<file path="src/rtl/servo_pwm_gen.sv">
// Fixed-period servo PWM generator; widths latched only at period boundaries.
// Define SERVO_PWM_CLAMP_EN to clamp commanded widths to [MIN_WIDTH, MAX_WIDTH].
module servo_pwm_gen #(
  parameter int PERIOD    = 2000000,
  parameter int CNT_W     = 21,
  parameter int MIN_WIDTH = 65000,
  parameter int MAX_WIDTH = 240000
) (
  input  logic        clk,
  input  logic        rst_n,
  input  logic        enable,
  input  logic [17:0] width_in,
  output logic        pwm_out,
  output logic        period_tick,
  output logic        busy,
  output logic [17:0] width_active
);

  localparam int WW    = 18;
  localparam int CMP_W = (CNT_W > WW) ? CNT_W : WW;
  localparam logic [CNT_W-1:0] LAST = CNT_W'(PERIOD - 1);

  if (MIN_WIDTH > MAX_WIDTH || (64'(1) << CNT_W) <= 64'(PERIOD)) begin : g_bad_cfg
    $error("servo_pwm_gen: bad parameter set");
  end

  typedef enum logic {
    IDLE,
    RUN
  } state_e;

  state_e            state_q, state_d;
  logic [CNT_W-1:0]  cnt_q, cnt_d;
  logic [WW-1:0]     width_q, width_d;
  logic              pwm_q, pwm_d;
  logic              tick_q, tick_d;
  logic              busy_q, busy_d;
  logic              run_d;

`ifdef SERVO_PWM_CLAMP_EN
  localparam logic [WW-1:0] MIN_W = WW'(MIN_WIDTH);
  localparam logic [WW-1:0] MAX_W = WW'(MAX_WIDTH);

  // Zero is kept as an explicit "no pulse" command.
  function automatic logic [WW-1:0] sel(input logic [WW-1:0] w);
    if (w == '0)        sel = '0;
    else if (w < MIN_W) sel = MIN_W;
    else if (w > MAX_W) sel = MAX_W;
    else                sel = w;
  endfunction
`else
  function automatic logic [WW-1:0] sel(input logic [WW-1:0] w);
    sel = w;
  endfunction
`endif

  always_comb begin
    state_d = state_q;
    cnt_d   = cnt_q;
    width_d = width_q;
    unique case (state_q)
      IDLE: begin
        cnt_d = '0;
        if (enable) begin
          state_d = RUN;
          width_d = sel(width_in);
        end
      end
      RUN: begin
        if (cnt_q == LAST) begin
          cnt_d = '0;
          if (enable) width_d = sel(width_in);
          else        state_d = IDLE;
        end else begin
          cnt_d = cnt_q + CNT_W'(1);
        end
      end
      default: state_d = IDLE;
    endcase
  end

  // Outputs are registered from next state so they align with cnt_q.
  always_comb begin
    run_d  = (state_d == RUN);
    busy_d = run_d;
    tick_d = run_d && (cnt_d == '0);
    pwm_d  = run_d && (CMP_W'(cnt_d) < CMP_W'(width_d));
  end

  always_ff @(posedge clk or negedge rst_n) begin
    if (!rst_n) begin
      state_q <= IDLE;
      cnt_q   <= '0;
      width_q <= '0;
      pwm_q   <= 1'b0;
      tick_q  <= 1'b0;
      busy_q  <= 1'b0;
    end else begin
      state_q <= state_d;
      cnt_q   <= cnt_d;
      width_q <= width_d;
      pwm_q   <= pwm_d;
      tick_q  <= tick_d;
      busy_q  <= busy_d;
    end
  end

  assign pwm_out      = pwm_q;
  assign period_tick  = tick_q;
  assign busy         = busy_q;
  assign width_active = width_q;

endmodule

</file>
<file path="config.mk">
export PLATFORM = sky130hd
export DESIGN_NAME = servo_pwm_gen
export DESIGN_NICKNAME = d
export VERILOG_FILES = /design/src/rtl/servo_pwm_gen.sv
export SDC_FILE = /design/constraint.sdc
export NUM_CORES = 1
export LEC_CHECK = 0
export BUFFER_PORTS_ARGS = -buffer_cell sky130_fd_sc_hd__clkbuf_2
export CORE_UTILIZATION = 35
export DETAILED_ROUTE_END_ITERATION = 8
export HOLD_SLACK_MARGIN = 0.15
export PLACE_DENSITY = 0.59
export SKIP_CTS_REPAIR_TIMING = 1
export SLEW_MARGIN = 20
export SYNTH_ARGS = -nofsm -noshare
export SYNTH_HDL_FRONTEND = slang
export SYNTH_SLANG_ARGS = --single-unit
</file>
<file path="constraint.sdc">
create_clock -name clk -period 4 [get_ports clk]
set_clock_uncertainty 0.2 [all_clocks]
set_input_delay 0.2 -clock clk [delete_from_list [all_inputs] [get_ports clk]]
set_output_delay 0.2 -clock clk [all_outputs]
set_load 0.1 [all_outputs]
</file>
# After elaboration in Yosys (flattened, before gate mapping)
# Cells that the tools add are included.
# word_totals
input_bits	21
register_bits	42
out_inout_bits	21
elab_cells	20
# op_classes
add_sub_neg	1
n_bitwise	1
reduce_logical	3
n_eq_ne	1
n_mux	8
magnitude_cmp	1
# ops
cell	n
21-bit case mux with 2 select lines	1
18-bit 2-to-1 mux	2
18-bit case mux with 2 select lines	1
21-bit by 1-bit adder with 21-bit output, second input constant	1
21-bit == test, second input constant	1
21-bit logical NOT	1
21-bit by 18-bit less-than comparator with 1-bit output	1
21-bit 2-to-1 mux	1
1-bit logical AND	2
1-bit 2-to-1 mux	2
1-bit case mux with 2 select lines	1
1-bit inverter	1

# Longest topological paths before layout
# Gate-level depths: netlist (run 1).
# depth
word_depth	5
depth_mapped	14
depth_no_buf	13

# Worst setup path after synthesis (run 1)
# No wires, ideal clock.
# synth_timing
kind	flip-flop to flip-flop
startpoint	reg busy (netlist name)
endpoint	reg pwm_q (netlist: pwm_out)
setup_slack_ps	439
setup_time_ps	87
arrival_time_ps	3274
stages_incl_launch_ff	13
synth_period_minus_slack_ps	3561
required_ps	3713
path_buffers	1
path_cell_list	dfrtp_1 -> inv_1 -> a31o_2 -> nand2_4 -> buf_6 -> mux2i_1 -> ha_1 -> and2_1 -> a221o_1 -> a21oi_1 -> o221a_2 -> o21ai_1 -> a211oi_2
# synth_rtl
item	line	source
to (signal assigned)	102	pwm_q <= pwm_d;
to (decl)	35	logic pwm_q, pwm_d;

# Final worst setup path (run 1)
# layout_timing
startpoint	reg cnt_q[9]
endpoint	reg pwm_q (netlist: pwm_out)
# layout_between
elab_chain_len	5
elab_cells_between_ends	10
cone_classes	add/sub (1); order compare (1); eq/ne (1); mux (6); reduce/logical (1)
# layout_lines
item	line	source
from (decl)	33	logic [CNT_W-1:0] cnt_q, cnt_d;
from (signal assigned)	100	cnt_q <= cnt_d;
21-bit == test	70	if (cnt_q == LAST) begin
21-bit 2-to-1 mux	70	
21-bit case mux with 2 select lines	61	unique case (state_q)
net cnt_d[8]	33	
21-bit by 18-bit less-than comparator with 1-bit output	87	pwm_d = run_d && (CMP_W'(cnt_d) < CMP_W'(width_d));
1-bit logical AND	87	
net pwm_d	35	
# The timed path passes the listed nets, and every way through them passes these cells.

==> impl_metrics.yaml, run 1 <==
status:
  status: "finished, final reports clean"
sta:
  final_max_slew_viol_count: 0
  finalSetupViolations: 0
  fin_crit_ns: 3.61
  worst_slack_ns: 0.387
  clock.fmax_ghz: 0.277
  fin_tns_setup_ns: 0
  rsz0062_at_grt: "no"
  tightest_slew_ns: 0.944
  slew_headroom_pct: 37.0
  hold_violations: 0
  finalCritPeriodShare_pct: 90.3
min_path:
  worstHoldStart: "width_active[17]"
  min_path_cells: 2
  hp-class: "flip-flop to flip-flop"
  hold_end: "width_active[17]"
worst_setup_path:
  path_cells: "or4b_4, nor4b_4, a31o_2, buf_4, nor2_1, ha_1, a41o_1, a221o_1, a21oi_1, o221a_2, o21ai_1, a211oi_2"
  worstSetupStartpointType: "flip-flop"
  rrSetupSlack_ns: 0.39
  cp_slowest_cell: "or4b_4"
  cp.buffers_inverters: 1
  crit_path_max_fanout: 21
  regToRegEndpoint: "pwm_out"
  slowest_delay_ns: 0.55
  cp_top_family: "compound AO/OA/AOI/OAI gates"
  r2r-start: "cnt_q[9]"
  crit_type: "flip-flop to flip-flop"
  worstPathArrival_ns: 3.63
  ff2ff_path_depth: 12
  end_kind: "flip-flop"
  crit_required_ns: 4.01
yosys:
  netlist_area_sq_um: 2620
  netlist.top_cell.by_area: "dfrtp_1"
  synthDistinctLibCells: 57
  ys_seq_area_share_pct: 40.2
  synth.area.top_cells: "dfrtp_1 40%, ha_1 8.6%, mux2i_1 5.7%"
  synth.net_count: 293
  synth.ff_latch_count: 42
  yosysTopAreaCellShare_pct: 40.2
  syn_area_per_cell_sq_um: 10.3
  syn_inst: 254
  yosysWarnings: 0
cells_and_area:
  syn2layout_area_growth_pct: 24.5
  diodes: 0
  drive_gt1_share_pct: 26.3
  design_area_sq_um: 3260
  fin_nets: 359
  n_fill_cell: 697
place:
  place_hpwl_microns: 4290
  gp_congestion: 0.868
  place_area_sq_um: 2930
  io_buffers: 41
  pre_cts_ws_ns: 0.394
drt:
  drc: 0
  drtPass1Iterations: 4
  ant_nets: 0
  vias_per_cell: 4.89
  dr_total_vias: 2051
  routed_wl_microns: 5880
  drt_iter0_drc: 115
  wl_per_cell_microns: 14.0
pwr:
  ir_drop_mv: 0.118
  pwr-share-seq_pct: 52.2
  clock_power_share_pct: 42.7
  combPwrFrac_pct: 5.1
  sw_frac_of_total_pct: 20.6
  power_switching_mw: 0.168
  intPower_mw: 0.646
  leakage_nw: 1.73
  p_per_area_nw_per_um2: 250
global_route:
  grt_usage_pct: 15.7
  antenna_found_initial: 0
  grt.busiest_layer: "met2"
  grt_overflow_total: 0
  met3_usage_pct: 2.33
  grt_util_met2_pct: 24.3
  grt_use_met1_pct: 22.3
  grt_pass1_vias: 1867
  grt_max_degree: 43
  grt_pass1_wl_microns: 9260
clock_tree:
  cts_tree: "yes"
  cts_root_buf: "clkbuf_8"
  numCtsBuffers: 5
  cts-htree-levels: 2
  clockBufferDepth: 2
  clkSinkCount: 42
  clk_pin_slew_ns: 0.08
  clk_latency_ns: 0.29
floorplanning:
  die_w_microns: 88.5
  core_area_sq_um: 7250
  num_io_pins: 42
  die_h_microns: 88.5
  row_count: 31
  initial_core_util_pct: 36.1
  dieArea_sq_um: 7830
job:
  drv_cap: 0
layer usage:
| layer | routed length (microns) | vias up |
|---|---|---|
| li1 | - | 1009 |
| met2 | 2730 | 54 |
| met5 | 0 | - |
| met4 | 45 | 0 |
| met3 | 246 | 4 |
| met1 | 2860 | 984 |
worst max-delay path by stage:
stage | cells after the start | slack (ns) | to | from
after floorplan | 12 | 0.44 | pwm_out | busy
after global placement | 12 | 0.46 | pwm_out | cnt_q[9]
after detailed placement | 13 | 0.39 | pwm_out | cnt_q[9]
after CTS | 13 | 0.37 | pwm_out | cnt_q[9]
after global routing | 12 | 0.19 | pwm_out | cnt_q[9]
final | 12 | 0.39 | pwm_out | cnt_q[9]
logic make-up after synthesis:
family          count (synthesis)  share of synthesized area, %
xor+xnor                       21                          7.03
simple gates                   96                          22.5
fa+ha+maj                      18                          8.61
flops                          42                          40.2
compound gates                 27                          8.27
mux                            21                          8.70
buf+inv                        29                          4.73
synthesized netlist by cell type (all sizes together):
cell type,instances
dfrtp,42
nor2,28
inv,22
nand2,20
mux2i,19
ha,18
xnor2,13
nand4,9
xor2,8
nand3,6
o21ai,6
and3,5
buf,5
nor3,5
a21o,4
a21oi,4
a31oi,3
nand2b,3
nor2b,3
nor4,3
a211oi,2
and4,2
clkbuf,2
mux2,2
nor3b,2
nor4b,2
or2,2
or3,2
a2111oi,1
a221o,1
a311oi,1
a31o,1
a32o,1
a41o,1
and2,1
o221a,1
o31a,1
or3b,1
or4,1
or4b,1
power groups by stage:
stage / Sequential, mW / Combinational [mW] / Clock (mW)
final: 0.425 / 0.0414 / 0.348
after global placement: 0.434 / 0.0266 / 0
after detailed placement: 0.434 / 0.0262 / 0
after floorplan: 0.438 / 0.00216 / 0
after CTS: 0.425 / 0.0264 / 0.356
after global routing: 0.425 / 0.0459 / 0.372
state kept, by name, indices dropped and copies added, names as in the netlist:
| name | cells |
|---|---|
| cnt_q | 21 |
| period_tick | 1 |
| busy | 1 |
| width_active | 18 |
| pwm_out | 1 |
stage by stage:
| step | cells | utilization, % | power (mW) | hold slack [ns] |
|---|---|---|---|---|
| floorplan | 254 | - | 0.440 | -0.296 |
| global placement | 391 | 40.5 | 0.460 | 0.242 |
| detailed placement | 391 | 40.5 | 0.460 | 0.242 |
| CTS | 398 | 42.0 | 0.808 | -0.0655 |
| global route | 419 | 44.9 | 0.843 | 0.350 |
| finish | 419 | 44.9 | 0.814 | 0.320 |
tightest hold or removal path: stages (launching register included):
cell     delay [ns]
dfrtp_1        0.34
mux2i_1        0.09
inv_1          0.06
cell type report:
class	count	area, sq um	share of cell area, %
timing repair buffer	66	445	13.7
sequential	42	1050	32.3
clock buffer	6	82.6	2.54
multi-input combinational	183	1440	44.3
clock inverter	1	30.0	0.922
inverter	22	82.6	2.54
tap	99	124	3.80
cells in the final DEF (no fill, tap or decap), types with 8 or more instances in the layout:
master,n
ha_1,18
xor2_1,8
dlygate4sd3_1,21
inv_1,18
xnor2_1,13
clkbuf_2,40
dfrtp_1,42
mux2i_1,15
nor2_1,28
nand2_1,18
(Power assumes the default switching activity.)
==> run 2, diff against run 1 <==
- ABC_AREA: default -> 1
==> impl_metrics.yaml, run 2 <==
sta:
  fin_crit_ns: 3.03
  finalSetupViolations: 0
  final_max_slew_viol_count: 0
  hold_violations: 0
  tightest_slew_ns: 0.930
  fin_tns_setup_ns: 0
  slew_headroom_pct: 38.0
  clock.fmax_ghz: 0.330
  finalCritPeriodShare_pct: 75.8
  rsz0062_at_grt: "no"
floorplanning:
  row_count: 31
  initial_core_util_pct: 36.5
  dieArea_sq_um: 8010
  die_h_microns: 89.5
  die_w_microns: 89.5
  num_io_pins: 42
  core_area_sq_um: 7330
clock_tree:
  clk_pin_slew_ns: 0.08
  cts_tree: "yes"
  clockBufferDepth: 2
  clkSinkCount: 42
  cts-htree-levels: 2
  cts_root_buf: "clkbuf_8"
  numCtsBuffers: 5
  clk_latency_ns: 0.29
yosys:
  synth.ff_latch_count: 42
  synthDistinctLibCells: 35
  netlist_area_sq_um: 2680
  syn_inst: 350
  synth_mux_area_share_pct: 0
  syn_area_per_cell_sq_um: 7.65
  synth.most_common_cell: "inv_1"
  synth_common_cells: "77 x inv_1, 68 x nand2_1, 42 x dfrtp_1, 35 x nor2_1, 28 x nand3_1"
  netlist.top_cell.by_area: "dfrtp_1"
  yosysTopAreaCellShare_pct: 39.2
  synth.net_count: 389
  ys_async_sr_fraction_pct: 100
  yosysWarnings: 0
  yosys.area_share.simple_pct: 28.4
  ys_seq_area_share_pct: 39.2
  synth.area.top_cells: "dfrtp_1 39%, inv_1 11%, nand2_1 9.5%"
  synth_compound_area_share_pct: 9.62
  synth_top_family_by_area: "simple AND/OR/NAND/NOR gates"
  synthAdderAreaFrac_pct: 8.41
  synthFlopType: "dfrtp_1"
  synth_xor_area_share_pct: 1.96
  synth-edff-count: 0
min_path:
  worstHoldStart: "width_active[6]"
  hp-class: "flip-flop to flip-flop"
global_route:
  grt_max_degree: 43
  grt_usage_pct: 16.2
  antenna_found_initial: 0
  grt_pass1_vias: 2116
  grt_pass1_wl_microns: 9650
  grt_overflow_total: 0
job:
  drv_cap: 0
drt:
  ant_nets: 0
  routed_wl_microns: 5910
  drt_iter0_drc: 107
  vias_per_cell: 4.49
  dr_total_vias: 2304
  drc: 0
  drtPass1Iterations: 4
  wl_per_cell_microns: 11.5
cells_and_area:
  drive_gt1_share_pct: 19.6
  register_area_sq_um: 1050
  fin_nets: 453
  multi_input_area_sq_um: 1300
  syn2layout_area_growth_pct: 21.9
  design_area_sq_um: 3260
  layout_common_cells: "77 x inv_1, 68 x nand2_1, 42 x dfrtp_1, 40 x clkbuf_2, 35 x nor2_1"
  layout_commonest_cell: "inv_1"
  largest_reg_flops: 21
  diodes: 0
  top_register: "cnt_q"
  n_fill_cell: 746
worst_setup_path:
  startpoint: "cnt_q[0]"
  slowest_delay_ns: 0.39
  crit_type: "flip-flop to flip-flop"
  r2r-start: "cnt_q[0]"
  cp_slowest_cell: "dfrtp_1"
  crit_path_max_fanout: 35
  crit_required_ns: 4.03
  end_kind: "flip-flop"
  path_cells: "ha_1, nand2_2, inv_2, nand2_1, nor2_1, nand3_1, nand2_4, nand2_4, o21ai_0, ha_1, a21oi_1, o21a_1, o221ai_1, nand3_1, nand2_1, nor2_1"
  worstSetupStartpointType: "flip-flop"
  worstPathArrival_ns: 3.06
status:
  status: "finished, final reports clean"
pwr:
  p_per_area_nw_per_um2: 220
  ir_drop_mv: 0.188
  leakage_nw: 1.87
place:
  place_area_sq_um: 2990
  gp_congestion: 0.868
  io_buffers: 41
  place_hpwl_microns: 4610
run 2: cell types whose count changed in the layout (fill, tap and decap cells not counted), moves of 10 or more:
cell | before | now
xnor2_1 | 13 | 3
o21ai_2 | 0 | 10
mux2i_1 | 15 | 0
nand3_1 | 4 | 28
nand2_1 | 18 | 68
inv_1 | 18 | 77
run 2: area by class of cell:
type	count	area share, %
multi-input cells	222	39.7
flip-flops and latches	42	32.2
repair buffers	61	12.4
inverters	82	9.43
well taps	99	3.79
clock buffers	5	2.11
clock inverters	2	0.307
run 2: worst max-delay path: cells and delay by family (launching register included):
kind / cells / cell delay (ns)
compound gates: 4 / 0.74
fa+ha+maj: 2 / 0.53
buf+inv: 1 / 0.07
flops: 1 / 0.39
simple gates: 9 / 1.01
run 2: stage by stage:
| step | setup WS (ns) | hold WS, ns | instances | util, % | power, mW |
|---|---|---|---|---|---|
| final | 0.970 | 0.330 | 513 | 44.5 | 0.718 |
| after global placement | 1.04 | 0.234 | 486 | 40.7 | 0.453 |
| after floorplan | 1.07 | -0.296 | 350 | - | 0.433 |
| after detailed placement | 0.970 | 0.235 | 486 | 40.7 | 0.453 |
| after CTS | 0.948 | -0.0815 | 493 | 41.8 | 0.713 |
| after global routing | 0.716 | 0.365 | 513 | 44.5 | 0.746 |
run 2: final timing paths:
path	endpoint	slack [ns]	cells past startpoint
worst min-delay path	width_active[6]	0.33	2
worst max-delay path	pwm_out	0.97	16
max in group asynchronous	cnt_q[20]	2.61	2
worst max register to register	pwm_out	0.97	16
worst min register to register	width_active[6]	0.33	2
min in group asynchronous	width_active[0]	0.39	2
run 2: layer usage:
layer / track usage (%) / vias to the layer above / share of wire [%]
met1: 21.6 / 1046 / 49
li1: - / 1214 / -
met4: 5.34 / 0 / 1.4
met5: 0 / - / 0
met3: 2.31 / 5 / 2.4
met2: 27.2 / 39 / 48
run 2: kinds of logic after synthesis:
kind of cell    count (synthesis)
fa+ha+maj                      18
simple gates                  159
xor+xnor                        6
flops                          42
buf+inv                        86
compound gates                 39
run 2: power by group:
group / internal [mW] / switching [mW]
registers: 0.424 / 0
clock network: 0.117 / 0.142
logic: 0.0197 / 0.0152
total: 0.561 / 0.157
